[src/rtl/stopwatch_pkg.sv]
// ==========================================================================
// stopwatch_pkg : shared types and constants for the stopwatch control path
// Rev 1.0
// ==========================================================================
`default_nettype none

package stopwatch_pkg;

  typedef enum logic [1:0] {
    IDLE  = 2'd0,
    RUN   = 2'd1,
    PAUSE = 2'd2
  } state_t;

  localparam int DIGIT_MAX = 9;
  localparam int ANIM_LAST = 6;
  localparam int DIGIT_W   = 4;
  localparam int ANIM_W    = 3;

endpackage

`default_nettype wire

[src/rtl/sw_mod_counter.sv]
// ==========================================================================
// sw_mod_counter : modulo-N up counter with enable, clear and wrap strobe
// Rev 1.0
// ==========================================================================
`default_nettype none

module sw_mod_counter #(
  parameter int MODULUS = 10,
  parameter int W       = (MODULUS > 1) ? $clog2(MODULUS) : 1
) (
  input  logic         clk,
  input  logic         reset,
  input  logic         en,
  input  logic         clr,
  output logic [W-1:0] count,
  output logic         wrap
);

  localparam logic [W-1:0] LAST = W'(MODULUS - 1);

  // wrap is the carry into the next stage; it only fires on an enabled cycle
  assign wrap = en && (count == LAST);

  always_ff @(posedge clk) begin
    if (reset || clr) begin
      count <= '0;
    end else if (wrap) begin
      count <= '0;
    end else if (en) begin
      count <= count + 1'b1;
    end
  end

endmodule

`default_nettype wire

[src/rtl/stopwatch_ctrl.sv]
// ==========================================================================
// stopwatch_ctrl : button FSM, BCD/animation timing and error-flag hold
// Rev 1.0
// ==========================================================================
`default_nettype none

module stopwatch_ctrl
  import stopwatch_pkg::*;
#(
  parameter int TICK_DIV = 50_000_000,
  parameter int ANIM_DIV = 5_000_000,
  parameter int ERR_HOLD = 100_000_000
) (
  input  logic               clk,
  input  logic               reset,
  input  logic               start_btn,
  input  logic               stop_btn,
  input  logic               mode_sw,
  output logic [DIGIT_W-1:0] a,
  output logic [DIGIT_W-1:0] a_time,
  output logic [ANIM_W-1:0]  a2,
  output logic               signal,
  output logic               error_over_start,
  output logic               error_over_start_time,
  output logic               error_changing,
  output logic               mood
);

  localparam int TICK_W = (TICK_DIV > 1) ? $clog2(TICK_DIV) : 1;
  localparam int ANIM_CW = (ANIM_DIV > 1) ? $clog2(ANIM_DIV) : 1;
  localparam int ERR_W  = (ERR_HOLD > 1) ? $clog2(ERR_HOLD) : 1;
  localparam logic [ERR_W-1:0] ERR_RELOAD = ERR_W'(ERR_HOLD - 1);

  state_t state;
  state_t state_nx;

  logic start_ev;
  logic stop_ev;
  logic ev_os;
  logic ev_ost;
  logic ev_ch;
  logic capture;
  logic enter_idle;

  logic [TICK_W-1:0]  tick_cnt;
  logic [ANIM_CW-1:0] anim_cnt;
  logic               tick_wrap;
  logic               anim_wrap;
  logic               digit_wrap;
  logic               a2_wrap;
  logic [ERR_W-1:0]   err_cnt;
  logic               any_err;
  logic               unused_bits;

  // Simultaneous start+stop is treated as no press at all.
  always_comb begin
    start_ev   = start_btn & ~stop_btn;
    stop_ev    = stop_btn & ~start_btn;
    state_nx   = state;
    ev_os      = 1'b0;
    ev_ost     = 1'b0;
    capture    = 1'b0;
    enter_idle = 1'b0;
    if (start_ev && mood) begin
      ev_ost = 1'b1;
    end else if (start_ev) begin
      case (state)
        IDLE, PAUSE: state_nx = RUN;
        RUN:         ev_os    = 1'b1;
        default:     state_nx = IDLE;
      endcase
    end else if (stop_ev) begin
      case (state)
        RUN: begin
          state_nx = PAUSE;
          capture  = 1'b1;
        end
        PAUSE: begin
          state_nx   = IDLE;
          enter_idle = 1'b1;
        end
        default: state_nx = state;
      endcase
    end
    ev_ch = (state == RUN) && (mode_sw != mood);
  end

  sw_mod_counter #(.MODULUS(TICK_DIV)) u_tick (
    .clk   (clk),
    .reset (reset),
    .en    (state == RUN),
    .clr   (enter_idle),
    .count (tick_cnt),
    .wrap  (tick_wrap)
  );

  sw_mod_counter #(.MODULUS(DIGIT_MAX + 1)) u_digit (
    .clk   (clk),
    .reset (reset),
    .en    (tick_wrap),
    .clr   (enter_idle),
    .count (a),
    .wrap  (digit_wrap)
  );

  sw_mod_counter #(.MODULUS(ANIM_DIV)) u_anim (
    .clk   (clk),
    .reset (reset),
    .en    (state == IDLE),
    .clr   (enter_idle),
    .count (anim_cnt),
    .wrap  (anim_wrap)
  );

  sw_mod_counter #(.MODULUS(ANIM_LAST + 1)) u_a2 (
    .clk   (clk),
    .reset (reset),
    .en    (anim_wrap),
    .clr   (enter_idle),
    .count (a2),
    .wrap  (a2_wrap)
  );

  assign unused_bits = ^{tick_cnt, anim_cnt, digit_wrap, a2_wrap};
  assign any_err     = error_over_start | error_over_start_time | error_changing;

  always_ff @(posedge clk) begin
    if (reset) begin
      state                 <= IDLE;
      signal                <= 1'b0;
      a_time                <= '0;
      mood                  <= 1'b0;
      error_over_start      <= 1'b0;
      error_over_start_time <= 1'b0;
      error_changing        <= 1'b0;
      err_cnt               <= '0;
    end else begin
      state  <= state_nx;
      signal <= (state_nx != IDLE);
      if (capture) begin
        a_time <= a;
      end
      // The view is locked while running; it catches up once RUN is left.
      if (!ev_ch) begin
        mood <= mode_sw;
      end
      // A fresh event always wins over expiry of the shared hold timer.
      if (ev_os || ev_ost || ev_ch) begin
        error_over_start      <= error_over_start | ev_os;
        error_over_start_time <= error_over_start_time | ev_ost;
        error_changing        <= error_changing | ev_ch;
        err_cnt               <= ERR_RELOAD;
      end else if (any_err) begin
        if (err_cnt == '0) begin
          error_over_start      <= 1'b0;
          error_over_start_time <= 1'b0;
          error_changing        <= 1'b0;
        end else begin
          err_cnt <= err_cnt - 1'b1;
        end
      end
    end
  end

endmodule

`default_nettype wire
[config.mk]
export PLATFORM = sky130hd
export DESIGN_NAME = stopwatch_ctrl
export DESIGN_NICKNAME = d
export VERILOG_FILES = /design/src/rtl/stopwatch_pkg.sv /design/src/rtl/sw_mod_counter.sv /design/src/rtl/stopwatch_ctrl.sv
export SDC_FILE = /design/constraint.sdc
export NUM_CORES = 1
export LEC_CHECK = 0
export ABC_AREA = 1
export CAP_MARGIN = 20
export CORE_MARGIN = 1
export CORE_UTILIZATION = 55
export DETAILED_ROUTE_END_ITERATION = 6
export PLACE_DENSITY_LB_ADDON = 0.3
export SYNTH_ARGS = -nofsm -noshare
export SYNTH_HDL_FRONTEND = slang
export SYNTH_SLANG_ARGS = --single-unit
[constraint.sdc]
create_clock -name clk -period 1.8 [get_ports clk]
set_clock_uncertainty 0.1 [all_clocks]
set_input_delay 0.36 -clock clk [delete_from_list [all_inputs] [get_ports clk]]
set_output_delay 0.36 -clock clk [all_outputs]
set_load 0.01 [all_outputs]
==> results of run 1 <==
power breakdown:
part | internal [mW] | switching, mW | leakage, nW
registers | 2.19 | 0.114 | 0.769
logic | 0.546 | 0.821 | 1.99
clock network | 0.712 | 0.741 | 0.102
timing repair:
action	CTS	global route
pin swaps	0	11
gates resized for setup	7	49
setup endpoints to repair	21	88
buffers inserted	0	10
flip-flops by register name (all words and copies together), names as in the netlist, 2 cells and up:
name	count
u_digit.count	4
a_time	4
u_anim.count	23
u_tick.count	26
err_cnt	27
u_a2.count	3
state	2
how the worst max path moves through the flow:
| stage | startpoint | endpoint | slack (ns) | cells past startpoint |
|---|---|---|---|---|
| floorplan | err_cnt[1] | err_cnt[14] | 0.12 | 13 |
| global placement | reset | u_tick.count[12] | -0.18 | 9 |
| detailed placement | reset | u_tick.count[25] | -0.21 | 9 |
| CTS | state[1] | u_a2.count[0] | 0.006 | 8 |
| global route | err_cnt[2] | err_cnt[21] | -0.04 | 10 |
| finish | u_digit.count[0] | a[0] | 0.04 | 1 |
final cells by class:
type                       instances  area share (%)
multi-input combinational        584            47.9
sequential                        94            29.8
timing repair buffer              71            10.0
inverter                         113            6.68
tap                              129            2.53
clock buffer                      12            2.43
clock inverter                     3           0.685
metal layers:
metal / routed length (µm) / up-vias / track usage (%)
met4: 277 / 0 / 10.5
met1: 5800 / 2457 / 33.5
met5: 0 / - / 0
li1: - / 2682 / -
met3: 597 / 23 / 4.18
met2: 6510 / 141 / 47.7
stage by stage:
stage | worst slack, ns | cells | utilization (%)
2_1_floorplan | 0.122 | 805 | -
3_3_place_gp | -0.175 | 981 | 63.9
3_5_place_dp | -0.208 | 981 | 63.9
4_1_cts | 0.00617 | 996 | 66.2
5_1_grt | -0.0413 | 1006 | 68.8
6_report | 0.0418 | 1006 | 68.8
cells by family after synthesis:
group | count (synthesis) | synth area share (%)
DFF | 94 | 35.4
xor gates and xnor gates | 33 | 5.44
and+or+nand+nor | 483 | 42.0
AOI/OAI and AO/OA | 61 | 5.91
adders and majority gates | 7 | 1.65
buffers and inverters | 127 | 9.60
layout by cell type, fill, tap and decap left out, types with 3 or more instances in the layout:
master / Yosys / routed
a21oi_1: 33 / 32
buf_12: 0 / 3
buf_4: 4 / 45
clkbuf_8: 0 / 11
clkdlybuf4s50_1: 0 / 17
dfxtp_1: 94 / 81
dfxtp_2: 0 / 10
dfxtp_4: 0 / 3
ha_1: 7 / 5
inv_1: 105 / 105
inv_2: 8 / 7
nand2_1: 184 / 181
nand2_2: 10 / 10
nand2_4: 3 / 5
nand3_1: 51 / 51
nand3_2: 5 / 4
nand3b_1: 6 / 6
nand4_1: 29 / 29
nor2_1: 133 / 126
nor2_2: 10 / 11
nor2_4: 6 / 12
nor3_1: 30 / 26
nor3_2: 2 / 6
nor4_1: 4 / 3
o21ai_0: 18 / 17
o21ai_1: 5 / 5
or2_2: 3 / 3
xnor2_1: 5 / 5
xor2_1: 28 / 28
==> impl_metrics.toml, run 1 <==
[run_status]
status = "finished, final reports clean"

[cts]
clk_path_buf_depth = 2
clock_latency_ns = 0.37
htreeDepth = 3
clock_sinks = 94
numCtsBuffers = 9
cts_root_buf = "clkbuf_8"
clk_pin_slew_worst_paths_ns = 0.09
cts_hold_buf = 0
cts_tree = "yes"

[worst_setup_path]
r2r_setup_slack_ns = 0.09
timing.rr.end = "u_anim.count[11]"
reg2reg_from = "state[1]"
ff2ff_path_depth = 8
crit_family = "buffers and inverters"
crit_slowest_cell = "clkdlybuf4s50_1"
crit_path_max_fanout = 7
cp-start-kind = "register"
crit_path_cell_trace = "clkdlybuf4s50_1"
crit_required_ns = 1.34
end_kind = "primary output"
path_class = "register to primary output"
crit_buf_inv = 1
arrival_ns = 1.30
cpPeakStageDelay_ns = 0.54

[synth]
yosys-top-cells-count = "nand2_1, nor2_1, inv_1"
syn-cell-area_um2 = 5320
ys_ff_latch = 94
seq_area_frac_synth_pct = 35.4
synth.distinct_cells = 37
synth_area_leaders = "dfxtp_1, nand2_1, nor2_1"
synth_top_cell_by_area = "dfxtp_1"
yosysWarnings = 0
synth-main-ff-cell = "dfxtp_1"
synth_top_area_share_pct = 35.4
yosysMostFrequentCell = "nand2_1"
syn_avg_cell_area_um2 = 6.60
synth_enable_flop_cells = 0
synthArstFlopShare_pct = 0
syn-num-nets = 817
netlist_instances = 805

[global_route]
grt_usage_pct = 27.2
antenna_found_initial = 0
grt_max_degree = 17
grt_pass1_vias = 5048
grt_pass1_wl_um = 22200
grt_overflow = 0

[layout]
multiInputGateArea_um2 = 3060
finalNetCount = 885
final_area_um2 = 6390
synthToLayoutAreaGrowth_pct = 20.2
area.sequential_um2 = 1910
nFillCells = 801
diodes = 0
layout-drive-gt1-share_pct = 16.8

[floorplanning]
die_area_um2 = 10100
start_util_pct = 57.3
die_h_um = 100
die_x_um = 100
num_rows = 35
io_pins = 21
core_um2 = 9280

[sta]
finalSetupTns_ns = 0
layout_min_cycle_time_ns = 1.76
whs_ns = 0.385
drv_slew = 0
rsz0062_at_grt = "true"
worst_pin_slew_ns = 0.505
finalHoldViolCount = 0
setup_viol = 0
fmax_mhz = 569
relSlewSlack_pct = 66.0
min_period_over_period_pct = 97.7

[routing]
postRouteAntennaNets = 0
wirelength_um = 13200
via_per_inst = 5.27
dr.pass1.iters = 5
vias = 5303
wl_per_cell_um = 13.1
drc = 0
drtIter0Drc = 279

[power_and_ir_drop]
power_mw = 5.13
powerDensity_nw_per_um2 = 802
vdd_drop_max_mv = 0.536
leakage_nw = 2.86

[place]
hpwl_um = 9540
gp_congestion = 0.924
dpl_cell_area_um2 = 5940
numPortBuffers = 20

[min_path]
hold_class = "register to register"
holdPathStages = 2
holdCritStartpoint = "u_tick.count[0]"
hold_end = "u_tick.count[0]"

[flow_run]
cap_violations = 0
Power figures use the tool's default switching activity.
==> inputs of run 2 (changes only) <==
==> constraint.sdc (replaced) <==
create_clock -name clk -period 1.76 [get_ports clk]
set_clock_uncertainty 0.1 [all_clocks]
set_input_delay 0.352 -clock clk [delete_from_list [all_inputs] [get_ports clk]]
set_output_delay 0.352 -clock clk [all_outputs]
set_load 0.01 [all_outputs]
==> impl_metrics.toml, run 2 (same netlist as run 1, synthesis figures left out) <==
[run_status]
status = "finished, final reports clean"

[sta]
fmax_mhz = 573
min_period_over_period_pct = 99.2
layout_min_cycle_time_ns = 1.75
setup_viol = 0
finalSetupTns_ns = 0
rsz0062_at_grt = "true"
relSlewSlack_pct = 67.8
worst_pin_slew_ns = 0.478
finalHoldViolCount = 0
drv_slew = 0

[worst_setup_path]
cpPeakStageDelay_ns = 0.37
crit_buf_inv = 2
crit_required_ns = 1.92
cp-start-kind = "register"
end_kind = "register"
crit_slowest_cell = "dfxtp_1"
path_class = "register to register"
crit_family = "simple AND/OR/NAND/NOR gates"
crit_path_max_fanout = 7
crit_path_cell_trace = "nor2_2, nand2_1, inv_1, nand2_2, nor2_4, nand2_8, nand2_8, buf_4, o21ai_1, nor2_1, nor2_1"
arrival_ns = 1.91
r2r_setup_slack_ns = 0.01

[global_route]
grt_pass1_vias = 5167
grtUsageMet1_pct = 33.4
grt_max_degree = 17
antenna_found_initial = 0
grt_overflow = 0
use_met3_pct = 4.39
grt_util_met2_pct = 49.7
grt_usage_pct = 27.8
grt_pass1_wl_um = 22500
grt-busiest-layer = "met2"

[layout]
reg_top3 = "err_cnt (27), u_tick.count (26), u_anim.count (23)"
finalNetCount = 898
top_register = "err_cnt"
largest_reg_flops = 27
final_cells = 1018
layout-drive-gt1-share_pct = 21.6
final_cell_mix = "nand2_1, nor2_1, inv_1, dfxtp_1, buf_4"
diodes = 0
layout_commonest_cell = "nand2_1"
synthToLayoutAreaGrowth_pct = 25.3

[routing]
via_per_inst = 5.40
dr.pass1.iters = 7
wirelength_um = 14000
wl_per_cell_um = 13.8
drc = 0
postRouteAntennaNets = 0
vias = 5496
drtIter0Drc = 306

[cts]
clk_path_buf_depth = 2
cts_hold_buf = 0
clk_pin_slew_worst_paths_ns = 0.10
clock_latency_ns = 0.37
cts_root_buf = "clkbuf_8"
clock_sinks = 94
htreeDepth = 3
cts_tree = "yes"
numCtsBuffers = 9

[floorplanning]
io_pins = 21
die_area_um2 = 10100
num_rows = 35
die_h_um = 100
core_um2 = 9280
start_util_pct = 57.3
die_x_um = 100

[power_and_ir_drop]
vdd_drop_max_mv = 0.588
powerDensity_nw_per_um2 = 818
power_mw = 5.45
leakage_nw = 3.06

[place]
dp_cells = 986
numPortBuffers = 20
gp_congestion = 0.898
hpwl_um = 9560

[min_path]
hold_class = "register to register"

[flow_run]
cap_violations = 0
==> run 2: path summary, 6_finish.rpt <==
path	start	end	depth (start not counted)
worst max-delay path	err_cnt[18]	err_cnt[0]	11
worst max register to register	err_cnt[18]	err_cnt[0]	11
worst min register to register	u_tick.count[1]	u_tick.count[1]	2
worst min-delay path	u_tick.count[1]	u_tick.count[1]	2
==> run 2: timing repair <==
action                                  in CTS  in global routing
gates resized for setup                     31                 72
endpoints found under the setup margin      49                 82
pin swaps                                    3                 14
cloned                                       1                  2
setup buffers                                1                 14
==> run 2: final cells by class <==
type,count,area [µm²]
multi-input cells,584,3180
fillers,760,2630
flip-flops and latches,94,1910
repair buffers,84,803
inverters,113,429
well taps,129,161
clock buffers,10,128
clock inverters,4,50.0
==> run 2: power by group <==
| group | leakage, nW | internal (mW) | switching, mW | total, mW |
|---|---|---|---|---|
| Clock | 0.0842 | 0.641 | 0.778 | 1.42 |
| Combinational | 2.20 | 0.682 | 0.971 | 1.65 |
| Sequential | 0.772 | 2.25 | 0.129 | 2.38 |
| Total | 3.06 | 3.57 | 1.88 | 5.45 |
==> run 2: through the flow <==
| step | utilization [%] | instance area, µm² | setup slack (ns) | hold WS, ns |
|---|---|---|---|---|
| after global routing | 71.7 | 6660 | -0.109 | 0.416 |
| final | 71.7 | 6660 | 0.0145 | 0.400 |
| after floorplan | - | 5320 | 0.0815 | 0.351 |
| after detailed placement | 64.5 | 5990 | -0.206 | 0.387 |
| after global placement | 64.5 | 5990 | -0.178 | 0.362 |
| after CTS | 67.7 | 6290 | 0.000643 | 0.394 |
==> run 2: routing by layer <==
layer	vias up	part of all wire, %
li1	2720	-
met1	2549	41
met2	190	51
met3	37	5.5
met4	0	2.6
met5	-	0
==> run 2: worst reg2reg max path, cell delays in order (launching register included) <==
cell and delay (ns):
dfxtp_1 0.37, nor2_2 0.13, nand2_1 0.09, inv_1 0.08, nand2_2 0.09, nor2_4 0.18
nand2_8 0.12, nand2_8 0.13, buf_4 0.14, o21ai_1 0.06, nor2_1 0.10, nor2_1 0.05
